==> src/rtl/if_id_stage.sv <==
// IF/ID pipeline register with load-use hazard detection and branch flush.
// Define IF_ID_PERF_CNT_EN to add the StallCount/FlushCount performance counters.
module if_id_stage #(
  parameter int unsigned      WIDTH     = 32,
  parameter logic [WIDTH-1:0] NOP_INSTR = 32'h0000_0000
) (
  input  logic             CLK,
  input  logic             Reset,
  input  logic [WIDTH-1:0] curPC,
  input  logic [WIDTH-1:0] IF_Instr,
  input  logic             PCSrc,
  input  logic             EX_MemRead,
  input  logic [4:0]       EX_Rt,
  output logic [WIDTH-1:0] ID_PC,
  output logic [WIDTH-1:0] ID_Instr,
  output logic             ID_Valid,
  output logic             PCdelay,
  output logic [WIDTH-1:0] prePC,
`ifdef IF_ID_PERF_CNT_EN
  output logic [31:0]      StallCount,
  output logic [31:0]      FlushCount,
`endif
  output logic             Bubble
);

  typedef enum logic [0:0] {StRun, StStall} state_e;

  state_e           state_q, state_d;
  logic [WIDTH-1:0] id_pc_q, id_pc_d;
  logic [WIDTH-1:0] id_instr_q, id_instr_d;
  logic             id_valid_q, id_valid_d;

  logic [4:0] id_rs, id_rt;
  logic       rt_match;
  logic       haz;
  logic       stall;
  logic       flush;

  assign id_rs    = id_instr_q[25:21];
  assign id_rt    = id_instr_q[20:16];
  assign rt_match = (EX_Rt == id_rs) || (EX_Rt == id_rt);

  // The STALL state masks detection: the load has moved on and EX now holds the bubble.
  assign haz = (state_q == StRun) && id_valid_q && EX_MemRead && (EX_Rt != 5'd0) && rt_match;

  assign stall = haz && !PCSrc && !Reset;
  assign flush = PCSrc && !Reset;

  assign PCdelay = stall;
  assign Bubble  = stall;
  assign prePC   = curPC;

  assign ID_PC    = id_pc_q;
  assign ID_Instr = id_instr_q;
  assign ID_Valid = id_valid_q;

  always_comb begin
    state_d    = StRun;
    id_pc_d    = curPC;
    id_instr_d = IF_Instr;
    id_valid_d = 1'b1;
    if (PCSrc) begin
      id_instr_d = NOP_INSTR;
      id_valid_d = 1'b0;
    end else if (haz) begin
      id_pc_d    = id_pc_q;
      id_instr_d = id_instr_q;
      id_valid_d = id_valid_q;
      state_d    = StStall;
    end
  end

  always_ff @(posedge CLK) begin
    if (Reset) begin
      state_q    <= StRun;
      id_pc_q    <= '0;
      id_instr_q <= NOP_INSTR;
      id_valid_q <= 1'b0;
    end else begin
      state_q    <= state_d;
      id_pc_q    <= id_pc_d;
      id_instr_q <= id_instr_d;
      id_valid_q <= id_valid_d;
    end
  end

`ifdef IF_ID_PERF_CNT_EN
  logic [31:0] stall_cnt_q, stall_cnt_d;
  logic [31:0] flush_cnt_q, flush_cnt_d;

  // Both counters wrap naturally at 32 bits.
  always_comb begin
    stall_cnt_d = stall_cnt_q;
    flush_cnt_d = flush_cnt_q;
    if (stall) stall_cnt_d = stall_cnt_q + 32'd1;
    if (flush) flush_cnt_d = flush_cnt_q + 32'd1;
  end

  always_ff @(posedge CLK) begin
    if (Reset) begin
      stall_cnt_q <= '0;
      flush_cnt_q <= '0;
    end else begin
      stall_cnt_q <= stall_cnt_d;
      flush_cnt_q <= flush_cnt_d;
    end
  end

  assign StallCount = stall_cnt_q;
  assign FlushCount = flush_cnt_q;
`endif

`ifndef SYNTHESIS
  // A stall is never requested in the same cycle as a redirect.
  assert property (@(posedge CLK) PCdelay |-> !PCSrc);
  // STALL always lasts exactly one cycle.
  assert property (@(posedge CLK) disable iff (Reset) (state_q == StStall) |=> (state_q == StRun));
`endif

endmodule

==> config.mk <==
export PLATFORM = sky130hd
export DESIGN_NAME = if_id_stage
export DESIGN_NICKNAME = d
export VERILOG_FILES = /design/src/rtl/if_id_stage.sv
export SDC_FILE = /design/constraint.sdc
export NUM_CORES = 1
export LEC_CHECK = 0
export BUFFER_PORTS_ARGS = -buffer_cell sky130_fd_sc_hd__buf_4
export CAP_MARGIN = 20
export CORE_AREA = 8 8 94 96
export CTS_CLUSTER_DIAMETER = 150
export DETAILED_ROUTE_END_ITERATION = 8
export DIE_AREA = 0 0 102 104
export HOLD_SLACK_MARGIN = 0.06
export PLACE_DENSITY_LB_ADDON = 0.2
export SYNTH_ARGS = -nofsm -noshare
export SYNTH_HDL_FRONTEND = slang
export SYNTH_SLANG_ARGS = --single-unit
==> constraint.sdc <==
create_clock -name CLK -period 1.7 [get_ports CLK]
set_input_delay 0.17 -clock CLK [delete_from_list [all_inputs] [get_ports CLK]]
set_output_delay 0.17 -clock CLK [all_outputs]
set_load 0.02 [all_outputs]
==> results.yml <==
final_layout:
  seqCellArea_mm2: 0.00133
  footprint_of_the_multi_input_gates_mm2: 0.00136
  final_design_area_no_fill_mm2: 0.00449
  area_growth_syn_to_fin_pct: 40.3
  final_net_count: 559
  antenna_cells: 0
  layout-drive-gt1-share_pct: 47.0
  finish.utilization_pct: 60.2
  final.fill_count: 706
logic_synthesis:
  yosys_warnings: 0
  synth_enable_flop_cells: 0
  ys_ff_latch: 66
  part_of_the_yosys_area_used_for_sequential_elements_pct: 41.3
  synthFlopType: "sky130_fd_sc_hd__dfxtp_1"
  asyncSetResetFlopFracSynth_pct: 0
  avgSynthCellArea_um2: 9.01
  netlist_top_cells_area: "sky130_fd_sc_hd__dfxtp_1, sky130_fd_sc_hd__o21ai_1, sky130_fd_sc_hd__buf_4"
  post_synth_inst_count: 355
  yosys.area.top_type: "sky130_fd_sc_hd__dfxtp_1"
  synth_top_cells_by_count: "sky130_fd_sc_hd__dfxtp_1, sky130_fd_sc_hd__o21ai_1, sky130_fd_sc_hd__buf_4"
  netlist_area_pre_place_mm2: 0.00320
  post-synth-top-area-fraction_pct: 41.3
  synth_most_common_cell: "sky130_fd_sc_hd__dfxtp_1"
  post_synth_num_cell_types: 25
  syn-num-nets: 428
place:
  final_weighted_congestion_in_routability_driven_placement: 0.724
  pre_cts_ws_ns: 0.152
  dp_hpwl_mm: 7.12
  place.port_buffers: 171
  placedInstanceArea_mm2: 0.00420
clock_network:
  root_buffer: "sky130_fd_sc_hd__clkbuf_8"
  clkLatencyLatePin_ns: 0.34
  hold_fix_buffer_count_after_cts: 0
  h-tree-depth: 3
  cts_buffer_depth: 2
  numClockSinks: 66
  tritoncts_clock_tree: "yes"
  cts.clk_slew.worst_paths_ns: 0.07
  cts-buffers-inserted: 9
global_route:
  gr-max-usage-layer: "met2"
  grt_pass1_wl_mm: 15.9
  global_route.usage.met2_pct: 29.9
  antenna_found_initial: 0
  grt_pass1_vias: 3195
  grtUsageMet3_pct: 7.70
  largest_net_degree_at_the_start_of_global_routing: 34
  global_routing_usage_summed_across_all_routing_layers_pct: 18.4
  grt.overflow.total: 0
  grtUsageMet1_pct: 20.5
timing:
  report.final.slew_viol_count: 0
  hold_violations: 0
  rsz0062_at_grt: "true"
  finClkSkew_ns: 0.00947
  setup_ws_ns: 0.0200
  layout_min_cycle_time_ns: 1.68
  max_slew.worst_pin.slew_ns: 0.348
  period_share_pct: 98.8
  setup_viol_count_final: 0
  worst_slew_margin_rel_pct: 76.8
  fmax_ghz: 0.595
floorplanning:
  placement_rows: 32
  die_area_mm2: 0.0106
  die_height_um: 104
  start_util_pct: 42.9
  fp.coreArea_mm2: 0.00745
  die-width_um: 102
  boundaryPins: 172
route:
  vias: 3130
  average_wire_per_standard_cell_um: 16.9
  post-route-drc-count: 0
  totalWireLength_mm: 10.0
  first_pass_iters: 4
  post_drt_via_cell_ratio: 5.28
  initial_drc_count: 116
  route.antenna.remaining_nets: 0
setup_path:
  ff2ff_setup_slack_ns: 0.09
  timing.rr.start: "ID_Instr[22]"
  worst_setup_path_start_kind: "flop"
  worst_setup_path_end_kind: "output port"
  critPathKind: "reg2out"
  r2r.worst_path.cells: 7
  timing.rr.end: "ID_PC[11]"
  worst-path-max-fanout: 3
  required_ns: 1.53
  critical_path_arrival_ns: 1.51
flow_run:
  max_cap_violations: 0
power:
  power_density_mw_per_mm2: 803
  power.static_leakage_uw: 0.00189
  worst_ir_drop_vdd_v: 0.000348
hold_path:
  worst_hold_path.endpoint: "ID_PC[8]"
  hold_path_depth: 3
  hp-class: "in2reg"
  holdCritStartpoint: "curPC[8]"
status:
  status: "completed"
how the worst max path moves through the flow:
| stage | from | endpoint | slack (ns) | cells after the start |
|---|---|---|---|---|
| finish | ID_Instr[22] | PCdelay | 0.02 | 5 |
| global route | ID_Instr[22] | PCdelay | -0.05 | 5 |
| CTS | ID_Instr[24] | PCdelay | 0.0001 | 5 |
| detailed placement | ID_Instr[21] | ID_PC[0] | 0.15 | 6 |
| global placement | ID_Instr[22] | ID_PC[0] | 0.16 | 6 |
| floorplan | ID_Instr[22] | PCdelay | 0.03 | 7 |
cell usage in the layout (no fill, tap or decap):
cell type / n
sky130_fd_sc_hd__nand3_2: 2
sky130_fd_sc_hd__nor3_1: 1
sky130_fd_sc_hd__and3_1: 1
sky130_fd_sc_hd__a21boi_1: 32
sky130_fd_sc_hd__buf_4: 184
sky130_fd_sc_hd__dfxtp_2: 8
sky130_fd_sc_hd__nand2_1: 2
sky130_fd_sc_hd__and3_4: 2
sky130_fd_sc_hd__a21oi_1: 32
sky130_fd_sc_hd__clkbuf_1: 3
sky130_fd_sc_hd__dfxtp_1: 58
sky130_fd_sc_hd__xnor2_1: 2
sky130_fd_sc_hd__o21ai_1: 62
sky130_fd_sc_hd__buf_12: 4
sky130_fd_sc_hd__nor2_2: 1
sky130_fd_sc_hd__clkinv_2: 3
sky130_fd_sc_hd__nand2_2: 1
sky130_fd_sc_hd__o21ai_2: 2
sky130_fd_sc_hd__o22ai_4: 1
sky130_fd_sc_hd__clkbuf_8: 10
sky130_fd_sc_hd__xnor2_2: 8
sky130_fd_sc_hd__buf_8: 1
sky130_fd_sc_hd__inv_8: 1
sky130_fd_sc_hd__nor2_1: 1
sky130_fd_sc_hd__nor2b_2: 1
sky130_fd_sc_hd__nand4_1: 33
sky130_fd_sc_hd__o22a_2: 1
sky130_fd_sc_hd__buf_6: 1
sky130_fd_sc_hd__nand3_1: 33
logic make-up after synthesis:
| family | Yosys count | synth area share, % |
|---|---|---|
| compound gates | 130 | 23.4 |
| xor+xnor | 10 | 2.74 |
| buf+inv | 71 | 18.6 |
| flops | 66 | 41.3 |
| simple gates | 78 | 13.9 |
critical path, stage by stage (launching register included):
cell,delay [ns]
sky130_fd_sc_hd__dfxtp_2,0.35
sky130_fd_sc_hd__xnor2_2,0.17
sky130_fd_sc_hd__nand3_2,0.12
sky130_fd_sc_hd__o22ai_4,0.19
sky130_fd_sc_hd__and3_4,0.21
sky130_fd_sc_hd__buf_4,0.14
layer usage:
layer,vias to the layer above,part of all wire (%),wire (um)
met1,1479,39,3950
met2,130,48,4780
li1,1509,-,-
met3,12,12,1170
met5,-,0,0
met4,0,1.4,136
registers in the layout, indices dropped and copies added (netlist names):
register	count
ID_Valid	1
ID_PC	32
state_q	1
ID_Instr	32
timing repair:
action / in CTS / in global routing
setup buffers: 5 / 0
gates resized for setup: 9 / 5
setup endpoints to repair: 2 / 36
pin swaps: 7 / 2
cloned: 0 / 0
metrics by stage:
step / power [uW] / cells / TNS (ns) / hold slack, ns
global route: 3750 / 593 / -0.103 / 0.0972
CTS: 3640 / 593 / 0 / 0.0869
global placement: 2470 / 572 / 0 / 0.443
floorplan: 2170 / 355 / 0 / 0.326
finish: 3600 / 593 / 0 / 0.0920
detailed placement: 2470 / 572 / 0 / 0.451
power breakdown:
| part | total (uW) | switching (uW) | internal, uW | leakage [uW] |
|---|---|---|---|---|
| Clock | 1130 | 569 | 564 | 0.0000872 |
| Combinational | 800 | 427 | 373 | 0.00125 |
| Sequential | 1670 | 44.1 | 1620 | 0.000549 |
| Total | 3600 | 1040 | 2560 | 0.00189 |
final cells by class:
| class | count | area share, % |
|---|---|---|
| flip-flops and latches | 66 | 29.7 |
| well taps | 102 | 2.85 |
| clock inverters | 3 | 0.335 |
| repair buffers | 190 | 33.2 |
| multi-input cells | 218 | 30.4 |
| inverters | 1 | 0.251 |
| clock buffers | 13 | 3.32 |
Power figures use the tool's default switching activity.
